## src/rtl/uart_pkg.sv

```systemverilog
// Shared UART definitions: TX state encoding, serial line levels and parity-type codes.
package uart_pkg;

  typedef enum logic [2:0] {
    IDLE   = 3'd0,
    START  = 3'd1,
    DATA   = 3'd2,
    PARITY = 3'd3,
    STOP   = 3'd4
  } tx_state_t;

  localparam logic LINE_IDLE = 1'b1;
  localparam logic START_BIT = 1'b0;
  localparam logic STOP_BIT  = 1'b1;

  localparam logic PAR_EVEN = 1'b0;
  localparam logic PAR_ODD  = 1'b1;

endpackage

```

## src/rtl/uart_tx_parity_calc.sv

```systemverilog
// Parity of a data word, even or odd, matching the uart_rx parity check.
// Latency: combinational. Backpressure: none.
module uart_tx_parity_calc
  import uart_pkg::*;
#(
  parameter int DATA_WIDTH = 8
) (
  input  logic [DATA_WIDTH-1:0] data,
  input  logic                  par_typ,
  output logic                  parity
);

  assign parity = (par_typ == PAR_ODD) ? ~^data : ^data;

endmodule

```

## src/rtl/uart_tx.sv

```systemverilog
// UART transmitter, one clk per serial bit: start, DATA_WIDTH bits LSB first, optional parity, stop.
// Latency: start bit on the edge after accept. Backpressure: data_valid ignored while busy, no queue.
module uart_tx
  import uart_pkg::*;
#(
  parameter int DATA_WIDTH = 8
) (
  input  logic                  clk,
  input  logic                  rst,
  input  logic [DATA_WIDTH-1:0] p_data,
  input  logic                  data_valid,
  input  logic                  par_en,
  input  logic                  par_typ,
  output logic                  tx_out,
  output logic                  busy
);

  localparam int CNT_W = $clog2(DATA_WIDTH) + 1;
  localparam logic [CNT_W-1:0] LAST_BIT = CNT_W'(DATA_WIDTH - 1);

  tx_state_t             state, state_n;
  logic [CNT_W-1:0]      bit_cnt, bit_cnt_n;
  logic [DATA_WIDTH-1:0] data_q;
  logic [DATA_WIDTH-1:0] data_shifted;
  logic                  par_en_q, par_typ_q;
  logic                  accept;
  logic                  parity;
  logic                  tx_n, busy_n;

  assign accept = (state == IDLE) && data_valid;

  uart_tx_parity_calc #(
    .DATA_WIDTH(DATA_WIDTH)
  ) u_parity (
    .data   (data_q),
    .par_typ(par_typ_q),
    .parity (parity)
  );

  always_comb begin
    state_n   = state;
    bit_cnt_n = bit_cnt;
    case (state)
      IDLE:   if (data_valid) state_n = START;
      START: begin
        state_n   = DATA;
        bit_cnt_n = '0;
      end
      DATA: begin
        if (bit_cnt == LAST_BIT) state_n = par_en_q ? PARITY : STOP;
        else                     bit_cnt_n = bit_cnt + 1'b1;
      end
      PARITY: state_n = STOP;
      STOP:   state_n = IDLE;
      default: state_n = IDLE;
    endcase
  end

  // Outputs are decoded from the next state so the pin and busy come straight from flops.
  always_comb begin
    data_shifted = data_q >> bit_cnt_n;
    tx_n         = LINE_IDLE;
    busy_n       = (state_n != IDLE);
    case (state_n)
      START:  tx_n = START_BIT;
      DATA:   tx_n = data_shifted[0];
      PARITY: tx_n = parity;
      STOP:   tx_n = STOP_BIT;
      default: tx_n = LINE_IDLE;
    endcase
  end

  always_ff @(posedge clk) begin
    if (rst) begin
      state     <= IDLE;
      bit_cnt   <= '0;
      data_q    <= '0;
      par_en_q  <= 1'b0;
      par_typ_q <= 1'b0;
      tx_out    <= LINE_IDLE;
      busy      <= 1'b0;
    end else begin
      state   <= state_n;
      bit_cnt <= bit_cnt_n;
      tx_out  <= tx_n;
      busy    <= busy_n;
      if (accept) begin
        data_q    <= p_data;
        par_en_q  <= par_en;
        par_typ_q <= par_typ;
      end
    end
  end

endmodule

```

## config.mk

```make
export PLATFORM = sky130hd
export DESIGN_NAME = uart_tx
export DESIGN_NICKNAME = d
export VERILOG_FILES = /design/src/rtl/uart_pkg.sv /design/src/rtl/uart_tx_parity_calc.sv /design/src/rtl/uart_tx.sv
export SDC_FILE = /design/constraint.sdc
export NUM_CORES = 1
export LEC_CHECK = 0
export CAP_MARGIN = 20
export CORE_AREA = 2 2 56 84
export CTS_CLUSTER_DIAMETER = 50
export DETAILED_ROUTE_END_ITERATION = 8
export DIE_AREA = 0 0 58 86
export GPL_TIMING_DRIVEN = 1
export SLEW_MARGIN = 10
export SYNTH_ARGS = -nofsm -noshare
export SYNTH_HDL_FRONTEND = slang
export SYNTH_SLANG_ARGS = --single-unit
```

## constraint.sdc

```tcl
create_clock -name clk -period 4 [get_ports clk]
set_input_delay 0.6 -clock clk [delete_from_list [all_inputs] [get_ports clk]]
set_output_delay 0.6 -clock clk [all_outputs]
set_load 0.02 [all_outputs]
```

==> metrics.csv, run 1 <==
metric,value,unit
Final period util,53.68,%
RSZ-0062 raised after global routing,false,
skew final,4.172,ps
I/O pin cnt,15,
crit end category,flop,
Max clock buf depth,2,
kind of critical path,in -> reg,
"critical path, cell by cell",clkdlybuf4s50_1 -> nor4b_2 -> or3_1 -> o41ai_2,
GR Overflow Total,0,
Final #Nets,149,
DRT iter0 DRCs,36,
Post-Syn Instances,123,
setup TNS,0,ps
Chip Width,58,um
largest net degree at the start of global routing,20,
hold depth,2,
ratio of cells with drive above 1 in the final layout,11.19,%
CTS buffer count,3,
Peak VDD IR,0.1819,mV
"FFs w/ async S/R, synth",0,%
Cell Rows,29,
Synth Cell Area,1038,um^2
"EDFF count, synth",0,
Worst-Skew Late Latency,250,ps
crit path DAT,2270,ps
"Hold Violations, Final",0,
CP peak stage delay,830,ps
DRC,0,
Ant. Diodes,0,
Initial Util,24.67,%
Yosys cell types,41,
Area contributors post-synth,"dfxtp_1, nand2_1, xnor2_1",
final worst path period need,2147,ps
Worst Hold Class,reg -> reg,
Die ar.,4988,um^2
Leak,0.4387,nW
port bufs,14,
CTS tree,done,
f_max,465.7,MHz
H-tree levels,1,
routed length per instance,11.56,um
vias,892,
DP HPWL,1572,um
CTS sink count,19,
critical path required time,4130,ps
"Reg clk slew, reported paths",70,ps
Synth Flop Type,dfxtp_1,
Post-Syn Nets,137,
Pwr Density,347.3,nW/um^2
Worst Tran Pin Value,1008,ps
GRT Total Usage,9.589,%
core area,4209,um^2
Worst slew margin,32.62,%
number of iterations in the first detailed-routing pass,4,
"commonest non-fill, non-tap cell in the layout",nand2_1,
gpl congestion,0.7561,
worst-path maximum fanout,12,
clk root buf,clkbuf_8,
reg2reg path depth,7,
status,finished clean,
"Area growth, synth to finish",20.12,%
"Setup violations, final",0,
first-pass GRT wire length,3788,um
initial antenna violation count,0,
startpoint types,primary input,
Synth top area share,36.63,%
Max-Cap Viols,0,
vias in the first global route,900,
max-slew violations,0,
Final ANT Viol Nets,0,
most frequent cells in the layout,"nand2_1, dfxtp_1, clkdlybuf4s50_1",
Die H,86,um
top cell type by total area after synthesis,dfxtp_1,
post-CTS sizing,0,
CTS Hold Bufs,0,
Synth Register Bits,19,
Worst path slowest cell,nor4b_2,
"Avg Cell Area, Syn",8.443,um^2
routed vias/inst,4.956,
synth warn,0,
post-CTS setup repair buffer count,0,
Total Power,0.4333,mW
Total Wirelength,2080,um
register area share after synthesis,36.63,%
[where the power goes]
group	switching [mW]	internal (mW)
logic	0.0398	0.0471
registers	0.0128	0.201
clock network	0.0621	0.0707
total	0.115	0.319
[cell families (layout without fill, tap and decap cells)]
group	count (synthesis)	in the layout	share of synthesized area, %
AO/OA/AOI/OAI	27	27	18.43
XOR/XNOR	8	8	6.747
adder cells (fa/ha/maj)	1	1	1.205
buffers and inverters	9	20	4.579
flip-flops	19	19	36.63
multiplexers	4	4	4.819
AND/OR/NAND/NOR	55	55	27.59
[worst max-delay path, delay by kind of cell]
kind	cells	cell delay (ps)
AND/OR/NAND/NOR	2	1070
AO/OA/AOI/OAI	1	70
buffers and inverters	1	520
[final timing paths]
kind,slack (ps),endpoint,start
max,1850,tx_out,data_valid
min,470,par_typ_q,par_typ_q
max reg2reg,1990,tx_out,bit_cnt[0]
min reg2reg,470,par_typ_q,par_typ_q
[Yosys cell counts (2+ instances only)]
| master | number |
|---|---|
| mux2i_1 | 2 |
| inv_1 | 2 |
| nand2b_1 | 2 |
| clkbuf_1 | 3 |
| o21ai_1 | 2 |
| nor3_1 | 4 |
| mux2_4 | 2 |
| xnor2_1 | 8 |
| nor4b_1 | 2 |
| nor2b_1 | 2 |
| o21a_1 | 2 |
| nand3b_1 | 2 |
| a21oi_1 | 12 |
| nand2_1 | 21 |
| nor2_1 | 11 |
| o21ai_0 | 2 |
| buf_2 | 2 |
| dfxtp_1 | 19 |
[layout make-up]
| type | count | area [um^2] |
|---|---|---|
| tap | 46 | 57.56 |
| clock buffer | 4 | 45.04 |
| inverter | 2 | 7.507 |
| sequential | 19 | 380.4 |
| timing repair buffer | 14 | 140.1 |
| multi-input combinational | 95 | 616.8 |
| fill | 460 | 2962 |
[state kept, by name (all words and copies together) (netlist names)]
| register | count |
|---|---|
| par_typ_q | 1 |
| par_en_q | 1 |
| data_q | 8 |
| state | 3 |
| tx_out | 1 |
| busy | 1 |
| bit_cnt | 4 |
[routing by layer]
layer | part of all wire (%) | wire length (um) | up-vias | GRT usage [%]
met2 | 54 | 1126 | 23 | 17.77
li1 | - | - | 446 | -
met3 | 4.4 | 91 | 7 | 2.112
met1 | 39 | 819 | 416 | 10.09
met5 | 0 | 0 | - | 0
met4 | 2.0 | 42 | 0 | 4.017
[through the flow]
step                hold WS (ps)  util [%]  std cells  cell area, um^2  setup WS, ps
floorplan                  448.8         -        123             1039          2166
global placement           460.1     28.57        176             1202          1529
detailed placement         462.9     28.57        176             1202          1535
CTS                        473.5     29.64        180             1247          1797
global route               514.4     29.64        180             1247          1725
finish                     471.9     29.64        180             1247          1853
Power figures use the tool's default switching activity.
==> inputs of run 2 (changes only) <==
==> constraint.sdc (replaced) <==
create_clock -name clk -period 2.1 [get_ports clk]
set_input_delay 0.315 -clock clk [delete_from_list [all_inputs] [get_ports clk]]
set_output_delay 0.315 -clock clk [all_outputs]
set_load 0.02 [all_outputs]
==> metrics.csv, run 2 (synthesis results as in run 1) <==
metric,value,unit,change
crit path DAT,2100,ps,-170 ps
CTS sink count,19,,unchanged
first-pass GRT wire length,3891,um,+2.7%
gpl congestion,0.8017,,+6.0%
number of flip-flops in the largest register,8,,unchanged
Final period util,92.14,%,
routed vias/inst,4.784,,-3.5%
CTS buffer count,3,,unchanged
max-slew violations,0,,unchanged
biggest regs,"data_q x8, bit_cnt x4, state x3",,
I/O pin cnt,15,,unchanged
port bufs,14,,unchanged
Final #Nets,154,,+3.4%
Worst-Skew Late Latency,250,ps,about the same
DP HPWL,1649,um,+4.9%
vias,885,,-0.78%
skew final,4.165,ps,-0.006440 ps
core area,4209,um^2,unchanged
Total Wirelength,2134,um,+2.6%
worst-path maximum fanout,5,,-7
Worst slew margin,71.98,%,+39 points
Leak,0.4649,nW,+6.0%
Filler cells,470,,+2.2%
"Setup violations, final",0,,unchanged
ratio of cells with drive above 1 in the final layout,15.11,%,+3.9 points
final worst path period need,1935,ps,
routed length per instance,11.54,um,-0.18%
post-CTS setup repair buffer count,0,,unchanged
status,finished clean,,
Total Power,0.8326,mW,+92%
number of iterations in the first detailed-routing pass,4,,unchanged
Die H,86,um,unchanged
Worst Hold Class,reg -> reg,,
f_max,516.8,MHz,
placed cell areas,1240,um^2,+3.1%
utilization after layout,30.56,%,+0.92 points
Die ar.,4988,um^2,unchanged
clk root buf,clkbuf_8,,
"Reg clk slew, reported paths",70,ps,about the same
setup TNS,0,ps,unchanged
startpoint types,flop,,
Peak VDD IR,0.3917,mV,+120%
Worst path slowest cell,dfxtp_1,,
"Area growth, synth to finish",23.86,%,
Ant. Diodes,0,,unchanged
kind of critical path,reg -> reg,,
Chip Width,58,um,unchanged
CTS tree,done,,
Max-Cap Viols,0,,unchanged
RSZ-0062 raised after global routing,false,,
Worst Tran Pin Value,419.5,ps,-588.5 ps
Initial Util,24.67,%,unchanged
Pwr Density,647.3,nW/um^2,+86%
Max clock buf depth,2,,unchanged
area occupied by multi-input gates,616.8,um^2,unchanged
register area,381.6,um^2,+0.33%
fin area,1286,um^2,+3.1%
post-CTS sizing,0,,unchanged
Largest Register,data_q,,
H-tree levels,1,,unchanged
most frequent cells in the layout,"nand2_1, dfxtp_1, clkdlybuf4s50_1",,
"commonest non-fill, non-tap cell in the layout",nand2_1,,
GRT Total Usage,9.884,%,+0.30 points
Final ANT Viol Nets,0,,unchanged
initial antenna violation count,0,,unchanged
critical path required time,2260,ps,-1870 ps
CTS Hold Bufs,0,,unchanged
crit end category,flop,,
"critical path, cell by cell",ha_1 -> nand3b_1 -> o22a_1 -> and3_1 -> mux2i_1 -> and3_4 -> o41ai_2,,
CP peak stage delay,370,ps,-460 ps
GR Overflow Total,0,,unchanged
Hold Slack,467.2,ps,-4.682 ps
Cell Rows,29,,unchanged
"Hold Violations, Final",0,,unchanged
largest net degree at the start of global routing,19,,-5.0%
DRC,0,,unchanged
vias in the first global route,900,,unchanged
DRT iter0 DRCs,9,,-75%
[run 2: cell types whose count changed in the layout (fill, tap and decap cells not counted)]
cell and change:
buf_4 +5, dfxtp_1 -1, dfxtp_2 +1
[run 2: final timing paths]
kind / end / cells after the start / from / slack (ps)
setup / recovery: tx_out / 7 / bit_cnt[1] / 170
hold / removal: par_typ_q / 2 / par_typ_q / 470
setup reg to reg: tx_out / 7 / bit_cnt[1] / 170
hold reg to reg: par_typ_q / 2 / par_typ_q / 470
[run 2: cell type report]
class                      instances  share of cell area (%)
clock buffer                       4                   3.502
inverter                           2                  0.5837
multi-input combinational         95                   47.96
sequential                        19                   29.67
tap                               46                   4.475
timing repair buffer              19                   13.81
[run 2: per-layer routing]
layer | routed length [um] | global-route usage (%)
met1 | 880 | 10.89
met2 | 1144 | 17.15
met3 | 77 | 2.715
met4 | 31 | 4.651
met5 | 0 | 0
[run 2: power breakdown]
| part | internal, mW | switching (mW) |
|---|---|---|
| Combinational | 0.0968 | 0.0825 |
| Clock | 0.135 | 0.115 |
| Sequential | 0.383 | 0.0217 |
[run 2: critical path, delay by kind of cell, from the launching register on]
family	cells	cell delay [ps]
AOI/OAI and AO/OA	2	510
adders and majority gates	1	210
DFF	1	370
muxes	1	150
and+or+nand+nor	3	610
[run 2: metrics by stage]
stage          setup slack, ps  cells
3_3_place_gp             171.5    181
3_5_place_dp             146.8    181
6_report                 165.0    185
2_1_floorplan            266.0    123
4_1_cts                  123.6    185
5_1_grt                  11.16    185
